[config.mk]
export PLATFORM = sky130hd
export DESIGN_NAME = pc_fetch_flat
export DESIGN_NICKNAME = d
export VERILOG_FILES = /design/src/rtl/pc_fetch_if.sv /design/src/rtl/pc_fetch.sv /design/src/flat_wrapper.sv
export SDC_FILE = /design/constraint.sdc
export NUM_CORES = 1
export LEC_CHECK = 0
export CORE_MARGIN = 2
export CORE_UTILIZATION = 35
export DETAILED_ROUTE_END_ITERATION = 10
export GPL_TIMING_DRIVEN = 0
export MAX_ROUTING_LAYER = met4
export PLACE_DENSITY = 0.66
export SYNTH_ARGS = -nofsm -noshare
export SYNTH_HDL_FRONTEND = slang
export SYNTH_SLANG_ARGS = --single-unit
[constraint.sdc]
create_clock -name clk -period 7.3 [get_ports clk]
set_input_delay 1.46 -clock clk [delete_from_list [all_inputs] [get_ports clk]]
set_output_delay 1.46 -clock clk [all_outputs]
set_load 0.02 [all_outputs]
[src/rtl/pc_fetch_if.sv]
// Fetch-stage bus: redirect/stall inputs from ID/EX/hazard logic, the
// instruction-memory port, and the IF/ID register outputs toward decode.
interface pc_fetch_if;
    logic [2:0]  ID_PCSrc;
    logic [31:0] ID_RsData;
    logic        EX_BranchTaken;
    logic [31:0] EX_BranchTarget;
    logic        Stall;
    logic [31:0] IMemData;
    logic [31:0] IMemAddr;
    logic [31:0] IF_ID_Instr;
    logic [31:0] IF_ID_PCPlus4;
    logic        IF_ID_Valid;
    logic        ker;
    logic        FlushIDEX;

    // Surrounding pipeline / memory side
    modport master (
        output ID_PCSrc, ID_RsData, EX_BranchTaken, EX_BranchTarget, Stall, IMemData,
        input  IMemAddr, IF_ID_Instr, IF_ID_PCPlus4, IF_ID_Valid, ker, FlushIDEX
    );

    // Fetch stage side
    modport slave (
        input  ID_PCSrc, ID_RsData, EX_BranchTaken, EX_BranchTarget, Stall, IMemData,
        output IMemAddr, IF_ID_Instr, IF_ID_PCPlus4, IF_ID_Valid, ker, FlushIDEX
    );
endinterface

[src/rtl/pc_fetch.sv]
// Instruction fetch stage: PC register, next-PC selection and the IF/ID
// pipeline register. Priority: EX branch > stall > ID redirect > sequential.
module pc_fetch (
    input logic        clk,
    input logic        reset,
    pc_fetch_if.slave  bus
);
    localparam logic [31:0] RESET_PC  = 32'h8000_0000;
    localparam logic [31:0] INTR_VEC  = 32'h8000_0004;
    localparam logic [31:0] EXCP_VEC  = 32'h8000_0008;

    localparam logic [2:0] SRC_J    = 3'b010;
    localparam logic [2:0] SRC_JR   = 3'b011;
    localparam logic [2:0] SRC_INTR = 3'b100;
    localparam logic [2:0] SRC_EXCP = 3'b101;

    logic [31:0] pc_q,    pc_d;
    logic [31:0] instr_q, instr_d;
    logic [31:0] pcp4_q,  pcp4_d;
    logic        valid_q, valid_d;

    logic [31:0] pc_plus4;
    logic [31:0] jump_tgt;
    logic [31:0] jr_tgt;
    logic        id_redirect;
    logic [31:0] id_tgt;

    // Bit 31 is the kernel flag and survives sequential fetch; only the low
    // 31 bits advance (and wrap), so user code never falls into kernel space.
    assign pc_plus4 = {pc_q[31], pc_q[30:0] + 31'd4};
    assign jump_tgt = {pcp4_q[31:28], instr_q[25:0], 2'b00};
    // Masking (not slicing) keeps the whole rs word in use; jr is the one
    // path that can leave kernel mode.
    assign jr_tgt   = bus.ID_RsData & 32'hFFFF_FFFC;

    // ID-stage redirect only counts for a real instruction, never a bubble
    assign id_redirect = valid_q && (bus.ID_PCSrc inside {SRC_J, SRC_JR, SRC_INTR, SRC_EXCP});

    // Select the ID-stage redirect target
    always_comb begin
        id_tgt = jump_tgt;
        unique case (bus.ID_PCSrc)
            SRC_JR:   id_tgt = jr_tgt;
            SRC_INTR: id_tgt = INTR_VEC;
            SRC_EXCP: id_tgt = EXCP_VEC;
            default:  id_tgt = jump_tgt;
        endcase
    end

    // Next-state for PC and IF/ID, first matching rule wins
    always_comb begin
        pc_d    = pc_q;
        instr_d = instr_q;
        pcp4_d  = pcp4_q;
        valid_d = valid_q;
        if (bus.EX_BranchTaken) begin
            // Older branch overrides any stall or ID redirect
            pc_d    = bus.EX_BranchTarget;
            instr_d = '0;
            pcp4_d  = '0;
            valid_d = 1'b0;
        end else if (bus.Stall) begin
            // Hold everything; a pending ID redirect stays visible in IF/ID
        end else if (id_redirect) begin
            pc_d    = id_tgt;
            instr_d = '0;
            pcp4_d  = '0;
            valid_d = 1'b0;
        end else begin
            pc_d    = pc_plus4;
            instr_d = bus.IMemData;
            pcp4_d  = pc_plus4;
            valid_d = 1'b1;
        end
    end

    // PC and IF/ID registers; reset fetches from the kernel boot address
    always_ff @(posedge clk or posedge reset) begin
        if (reset) begin
            pc_q    <= RESET_PC;
            instr_q <= '0;
            pcp4_q  <= '0;
            valid_q <= 1'b0;
        end else begin
            pc_q    <= pc_d;
            instr_q <= instr_d;
            pcp4_q  <= pcp4_d;
            valid_q <= valid_d;
        end
    end

    assign bus.IMemAddr      = pc_q;
    assign bus.ker           = pc_q[31];
    assign bus.IF_ID_Instr   = instr_q;
    assign bus.IF_ID_PCPlus4 = pcp4_q;
    assign bus.IF_ID_Valid   = valid_q;
    assign bus.FlushIDEX     = bus.EX_BranchTaken;
endmodule

[src/flat_wrapper.sv]
// flat-port wrapper written by rule: the top's interface ports become plain ports
module pc_fetch_flat 
  (clk, reset, bus_ID_PCSrc, bus_ID_RsData, bus_EX_BranchTaken, bus_EX_BranchTarget, bus_Stall, bus_IMemData, bus_IMemAddr, bus_IF_ID_Instr, bus_IF_ID_PCPlus4, bus_IF_ID_Valid, bus_ker, bus_FlushIDEX);
  pc_fetch_if bus_i ();
  input logic clk;
  input logic reset;
  input wire logic [$bits(bus_i.ID_PCSrc)-1:0] bus_ID_PCSrc;
  input wire logic [$bits(bus_i.ID_RsData)-1:0] bus_ID_RsData;
  input wire logic [$bits(bus_i.EX_BranchTaken)-1:0] bus_EX_BranchTaken;
  input wire logic [$bits(bus_i.EX_BranchTarget)-1:0] bus_EX_BranchTarget;
  input wire logic [$bits(bus_i.Stall)-1:0] bus_Stall;
  input wire logic [$bits(bus_i.IMemData)-1:0] bus_IMemData;
  output wire logic [$bits(bus_i.IMemAddr)-1:0] bus_IMemAddr;
  output wire logic [$bits(bus_i.IF_ID_Instr)-1:0] bus_IF_ID_Instr;
  output wire logic [$bits(bus_i.IF_ID_PCPlus4)-1:0] bus_IF_ID_PCPlus4;
  output wire logic [$bits(bus_i.IF_ID_Valid)-1:0] bus_IF_ID_Valid;
  output wire logic [$bits(bus_i.ker)-1:0] bus_ker;
  output wire logic [$bits(bus_i.FlushIDEX)-1:0] bus_FlushIDEX;
  assign bus_i.ID_PCSrc = bus_ID_PCSrc;
  assign bus_i.ID_RsData = bus_ID_RsData;
  assign bus_i.EX_BranchTaken = bus_EX_BranchTaken;
  assign bus_i.EX_BranchTarget = bus_EX_BranchTarget;
  assign bus_i.Stall = bus_Stall;
  assign bus_i.IMemData = bus_IMemData;
  assign bus_IMemAddr = bus_i.IMemAddr;
  assign bus_IF_ID_Instr = bus_i.IF_ID_Instr;
  assign bus_IF_ID_PCPlus4 = bus_i.IF_ID_PCPlus4;
  assign bus_IF_ID_Valid = bus_i.IF_ID_Valid;
  assign bus_ker = bus_i.ker;
  assign bus_FlushIDEX = bus_i.FlushIDEX;
  pc_fetch u_core (.clk(clk), .reset(reset), .bus(bus_i));
endmodule
After elaboration in Yosys (flattened, before gate mapping)

Index checks and enable logic that the tools add are counted.
W data, S select, Z words.

Add/subtract/negate cells: 1
Multiply operators: 0
Divide/modulo/power cells: 0
Magnitude comparators: 0
Equal/unequal tests: 5
Shift-type cells: 0
Mux-type cells: 13
Bitwise operators: 0
Reduce and logical (&&, ||, !) cells: 4

Operators with widths:

| operator                | number |
|---|---|
| $mux W32                | 9 |
| $pmux W32 S3            | 1 |
| $add A31 B3 Y31 const B | 1 |
| $eq A3 B2 Y1 const B    | 2 |
| $eq A3 B3 Y1 const B    | 2 |
| $reduce_bool A4 Y1      | 1 |
| $mux W1                 | 3 |
| $ne A2 B2 Y1 const B    | 1 |
| $reduce_and A2 Y1       | 1 |
| $reduce_bool A2 Y1      | 1 |
| $logic_and A1 B1 Y1     | 1 |

Register bits after elaboration: 97
Bits in latches: 0
Memory bits (writable): 0
Bits in read-only memories: 0
Bits of input ports: 103
Output and inout port bits: 99
Logic and storage cells: 28
Memories: 0

Longest topological paths before layout

Depth after elaboration: 6
Mapped depth: 9

Worst setup path after synthesis

OpenSTA, ideal clock, no wires.

Path type: input port to flip-flop
From: in bus_ID_PCSrc[1]
To: reg u_core.pc_q[4], in the netlist u_core.bus.IMemAddr[4]
Setup time: 104 ps
Arrival: 3007 ps
Path slack: 4189 ps
Stages: 8
Buffers on the path: 2
Cell sequence: inv_1 ha_1 nand2b_1 clkbuf_1 buf_1 a211oi_1 a31o_2 a221oi_1

Longest elaborated chain between the ends: 6
Elaborated cells on any way between the ends: 10

RTL lines:

| what                                       | RTL line          | source |
|---|---|---|
| start: declaration                         | flat_wrapper.sv:7 | `input wire logic [$bits(bus_i.ID_PCSrc)-1:0] bus_ID_PCSrc;` |
| $eq A3 B2 Y1, or another cell as far along | pc_fetch.sv:37    | `assign id_redirect = valid_q && (bus.ID_PCSrc inside {SRC_J, SRC_JR, SRC_INTR, SRC_EXCP});` |
| $reduce_bool A4 Y1                         | pc_fetch.sv:37    |  |
| $logic_and A1 B1 Y1                        | pc_fetch.sv:37    |  |
| $mux W32 *                                 | pc_fetch.sv:64    | `end else if (id_redirect) begin` |
| $mux W32 *                                 | pc_fetch.sv:62    | `end else if (bus.Stall) begin` |
| $mux W32 *                                 | pc_fetch.sv:56    | `if (bus.EX_BranchTaken) begin` |
| end signal: assignment                     | pc_fetch.sv:85    | `pc_q <= pc_d;` |
| end: declaration                           | pc_fetch.sv:17    | `logic [31:0] pc_q, pc_d;` |

Every way passes the cells marked *; elsewhere a longest branch is shown, timed or not. The select of a mux whose other input is x is not followed.
A chain may end at the register's enable or synchronous reset.

Worst setup path in the final report

From: in bus_EX_BranchTaken
To: out bus_FlushIDEX

RTL lines:

| what               | RTL line           | source |
|---|---|---|
| start: declaration | flat_wrapper.sv:9  | `input wire logic [$bits(bus_i.EX_BranchTaken)-1:0] bus_EX_BranchTaken;` |
| end: declaration   | flat_wrapper.sv:18 | `output wire logic [$bits(bus_i.FlushIDEX)-1:0] bus_FlushIDEX;` |

No word-level cell between the ends.

==> results by group <==
Outcome
  – Status: finished clean

Worst setup path
  – Slowest cell on crit path: clkdlybuf4s50_1
  – Worst Setup End Kind: output pin
  – Setup crit start kind: input port
  – Worst Path Required: 5.84 ns
  – Kind of critical path: input port to output pin
  – Most used cell along the critical path: clkdlybuf4s50_1
  – Worst Path Buf+Inv: 3
  – Crit-path max FO: 4
  – Crit-path cells: clkdlybuf4s50_1, buf_4, clkdlybuf4s50_1
  – CP Data Arrival Time: 2.88 ns
  – Slowest stage delay, CP: 0.65 ns
  – Top cell family by delay on the critical path: buffers and inverters

Pwr
  – Reg power frac: 0.394
  – Clock Power Share: 0.339
  – Pwr Total: 1.657 mW
  – Combinational power share: 0.267
  – Max VDD drop: 0.0001388 V
  – Switching Share: 0.3085
  – Pleak: 3.076 nW
  – Sw power: 0.5113 mW
  – Internal power: 1.146 mW
  – Power density cells: 211.3 nW/um^2

Timing
  – Final hold violation count: 0
  – Relative slew slack: 0.2209
  – Setup Viol. Count Final: 0
  – Period Utilization, post-route: 0.5947
  – Clk_skew: 0.01002 ns
  – RSZ-0062 raised after global routing: false
  – Min Tclk post-route: 4.341 ns
  – Hold slack: 0.4832 ns
  – Total Neg Setup Slack: 0 ns
  – Worst slew pin tran: 1.160 ns
  – Slew Limit Fails: 0
  – F_max: 0.2303 GHz

Yosys
  – Sequential fraction of the synthesis area: 0.4637
  – Syn Inst Count: 558
  – Net count after synthesis: 663
  – Syn Area/Cell: 9.386 um^2
  – Ys flop type: dfrtp_1
  – Syn Std Cell Area: 5238 um^2
  – FF+latch count, synth: 97
  – Library cells used by synthesis: 57
  – Number of synthesized flops with an enable pin: 0
  – Ys async rst share: 1.000
  – Syn. warnings: 0

Clocking
  – Max clock buf depth: 2
  – CTS Hold Bufs: 0
  – H-tree levels: 3
  – Setup Buffers After CTS: 0
  – Clock Latency Late Sink: 0.36 ns
  – Cts bufs inserted: 9
  – CTS tree: yes
  – Clock sinks: 97
  – Cells resized by post-CTS repair: 0
  – Clk root buf: clkbuf_16
  – Worst-path clk slew: 0.07 ns

Flow run
  – Number of max-cap violations: 0

Floorplan
  – Starting density of the core: 0.3590
  – Core area: 14,590 um^2
  – I/O pin count: 202
  – Row count: 44
  – Chip width: 126.3 um
  – Die area: 15,960 um^2
  – Die H: 126.3 um

Drt
  – WL final: 20.06 mm
  – DRC Markers: 0
  – Vias/cell: 5.545
  – Wire length per cell: 20.94 um
  – Vias: 5,312
  – Drt initial violations: 364
  – DR pass1 iterations: 5
  – Routed Antenna Nets: 0

Global route
  – Number of global-route vias before repair: 5,418
  – Largest net degree at the start of global routing: 60
  – Total GRT Usage: 0.2620
  – First-pass GRT wire length: 31.27 mm
  – GRT overflow: 0
  – Initial antenna violation count: 0

Final layout
  – Fin cells: 958
  – P&R area growth vs syn: 49.76%
  – Nets: 874
  – Fin area: 7844 um^2
  – Layout cell share with drive strength beyond 1: 0.04651
  – # diodes: 0

Place
  – Placed wire-length estimate: 15.95 mm
  – Placed Area: 7490 um^2
  – Placed cells: 942
  – Final GP Congestion: 0.9282
  – PortBufs: 199

Worst hold path
  – Min-delay worst type: flip-flop to flip-flop
-- layout by cell type (no fill, tap or decap), types with 5 or more instances in the layout --
cell type        Yosys  routed
a211oi_1            15      15
a21oi_1             31      31
a221o_1             10      10
a221oi_1             6       6
a22o_1              38      38
a31oi_1              5       5
buf_1                5       5
clkbuf_1            40      40
clkbuf_16            0       9
clkdlybuf4s50_1      0     199
dfrtp_1             96      96
inv_1               11      10
mux2i_1              5       5
nand2_1             71      71
nand2b_1             6       6
nand3_1             16      16
nand3b_1            12      12
nand4_1              6       6
nor2_1              21      21
nor2b_1             11      11
nor3_1               8       8
nor3b_1             14      14
nor4_1               9       9
o21ai_0             30      30
o21ai_1             11      11
o22ai_1              5       5
xnor2_1             18      18
xor2_1               8       8
-- metrics by stage --
| stage | utilization | setup slack, ns |
|---|---|---|
| after floorplan | - | 3.308 |
| after global placement | 0.5113 | 1.808 |
| after detailed placement | 0.5134 | 2.874 |
| after CTS | 0.5377 | 2.983 |
| after global routing | 0.5377 | 2.966 |
| final | 0.5377 | 2.959 |
-- worst paths after layout --
kind | startpoint | slack [ns] | endpoint | cells past startpoint
worst min register to register | u_core.bus.IF_ID_PCPlus4[11]$_DFFE_PP0P_ | 0.48 | u_core.bus.IF_ID_PCPlus4[11]$_DFFE_PP0P_ | 2
min in group asynchronous | reset | 1.50 | u_core.bus.IF_ID_Instr[10]$_DFFE_PP0P_ | 2
max in group asynchronous | reset | 5.09 | u_core.bus.IMemAddr[31]$_DFFE_PP1P_ | 3
worst max register to register | u_core.bus.IMemAddr[4]$_DFFE_PP0P_ | 4.63 | u_core.bus.IMemAddr[23]$_DFFE_PP0P_ | 6
worst max-delay path | bus_EX_BranchTaken | 2.96 | bus_FlushIDEX | 3
worst min-delay path | u_core.bus.IF_ID_PCPlus4[11]$_DFFE_PP0P_ | 0.48 | u_core.bus.IF_ID_PCPlus4[11]$_DFFE_PP0P_ | 2
-- registers in the layout, summed over array words and instances (netlist names) --
name / flops
u_core.bus.IMemAddr: 32
u_core.bus.IF_ID_PCPlus4: 32
u_core.bus.IF_ID_Valid: 1
u_core.bus.IF_ID_Instr: 32
-- power by group through the flow --
stage / clock [mW] / combinational (mW) / sequential, mW
floorplan: 0 / 0.159 / 0.705
global placement: 0 / 0.435 / 0.660
detailed placement: 0 / 0.442 / 0.661
CTS: 0.567 / 0.443 / 0.652
global route: 0.588 / 0.474 / 0.660
finish: 0.563 / 0.442 / 0.653
-- metal layers --
metal / part of all wire / GRT usage / up-vias
met5: 0 / - / -
met4: 0.020 / 0.07951 / 0
met3: 0.067 / 0.03965 / 25
met2: 0.45 / 0.3963 / 242
met1: 0.46 / 0.3663 / 2570
li1: - / - / 2475
-- kinds of logic after synthesis --
group | synth area share
compound gates | 0.2272
xor+xnor | 0.04348
fa+ha+maj | 0.004777
buf+inv | 0.04682
flops | 0.4637
mux | 0.009556
simple gates | 0.2045
-- final cells by class --
| cell class | instances | area, um^2 |
|---|---|---|
| multi-input cells | 399 | 2564 |
| well taps | 184 | 230.2 |
| flip-flops and latches | 97 | 2429 |
| inverters | 11 | 43.79 |
| clock inverters | 6 | 115.1 |
| plain buffers | 51 | 203.9 |
| fillers | 1366 | 6745 |
| clock buffers | 10 | 239.0 |
| repair buffers | 200 | 2019 |
-- worst reg2reg max path, stage by stage (launching register included) --
cell and delay (ns):
dfrtp_1 0.38, buf_2 0.21, nand4_1 0.35, nor4_2 0.88, nand3_1 0.29, or3_1 0.40
nand3b_1 0.10
-- cell usage after synthesis (2+ instances only) --
library cell  number  area [um^2]
dfrtp_1           96         2402
nand2_1           71        266.5
clkbuf_1          40        150.1
a22o_1            38        332.8
a21oi_1           31        155.2
o21ai_0           30        150.1
nor2_1            21        78.83
xnor2_1           18        157.7
nand3_1           16        80.08
a211oi_1          15        112.6
nor3b_1           14        105.1
nand3b_1          12        90.09
inv_1             11        41.29
nor2b_1           11        68.82
o21ai_1           11        55.05
a221o_1           10        100.1
nor4_1             9        56.30
nor3_1             8        40.04
xor2_1             8        70.07
a221oi_1           6        52.55
nand2b_1           6        37.54
nand4_1            6        37.54
a31oi_1            5        31.28
buf_1              5        18.77
mux2i_1            5        50.05
o22ai_1            5        31.28
and3_1             4        25.02
buf_2              4        20.02
nor4_2             4        50.05
o22a_1             4        35.03
a2bb2oi_1          3        26.28
and4_1             2        17.52
buf_4              2        15.01
ha_1               2        25.02
nand4_2            2        25.02
o31ai_1            2        15.01
Note: power is estimated with default switching activity, not from simulation.
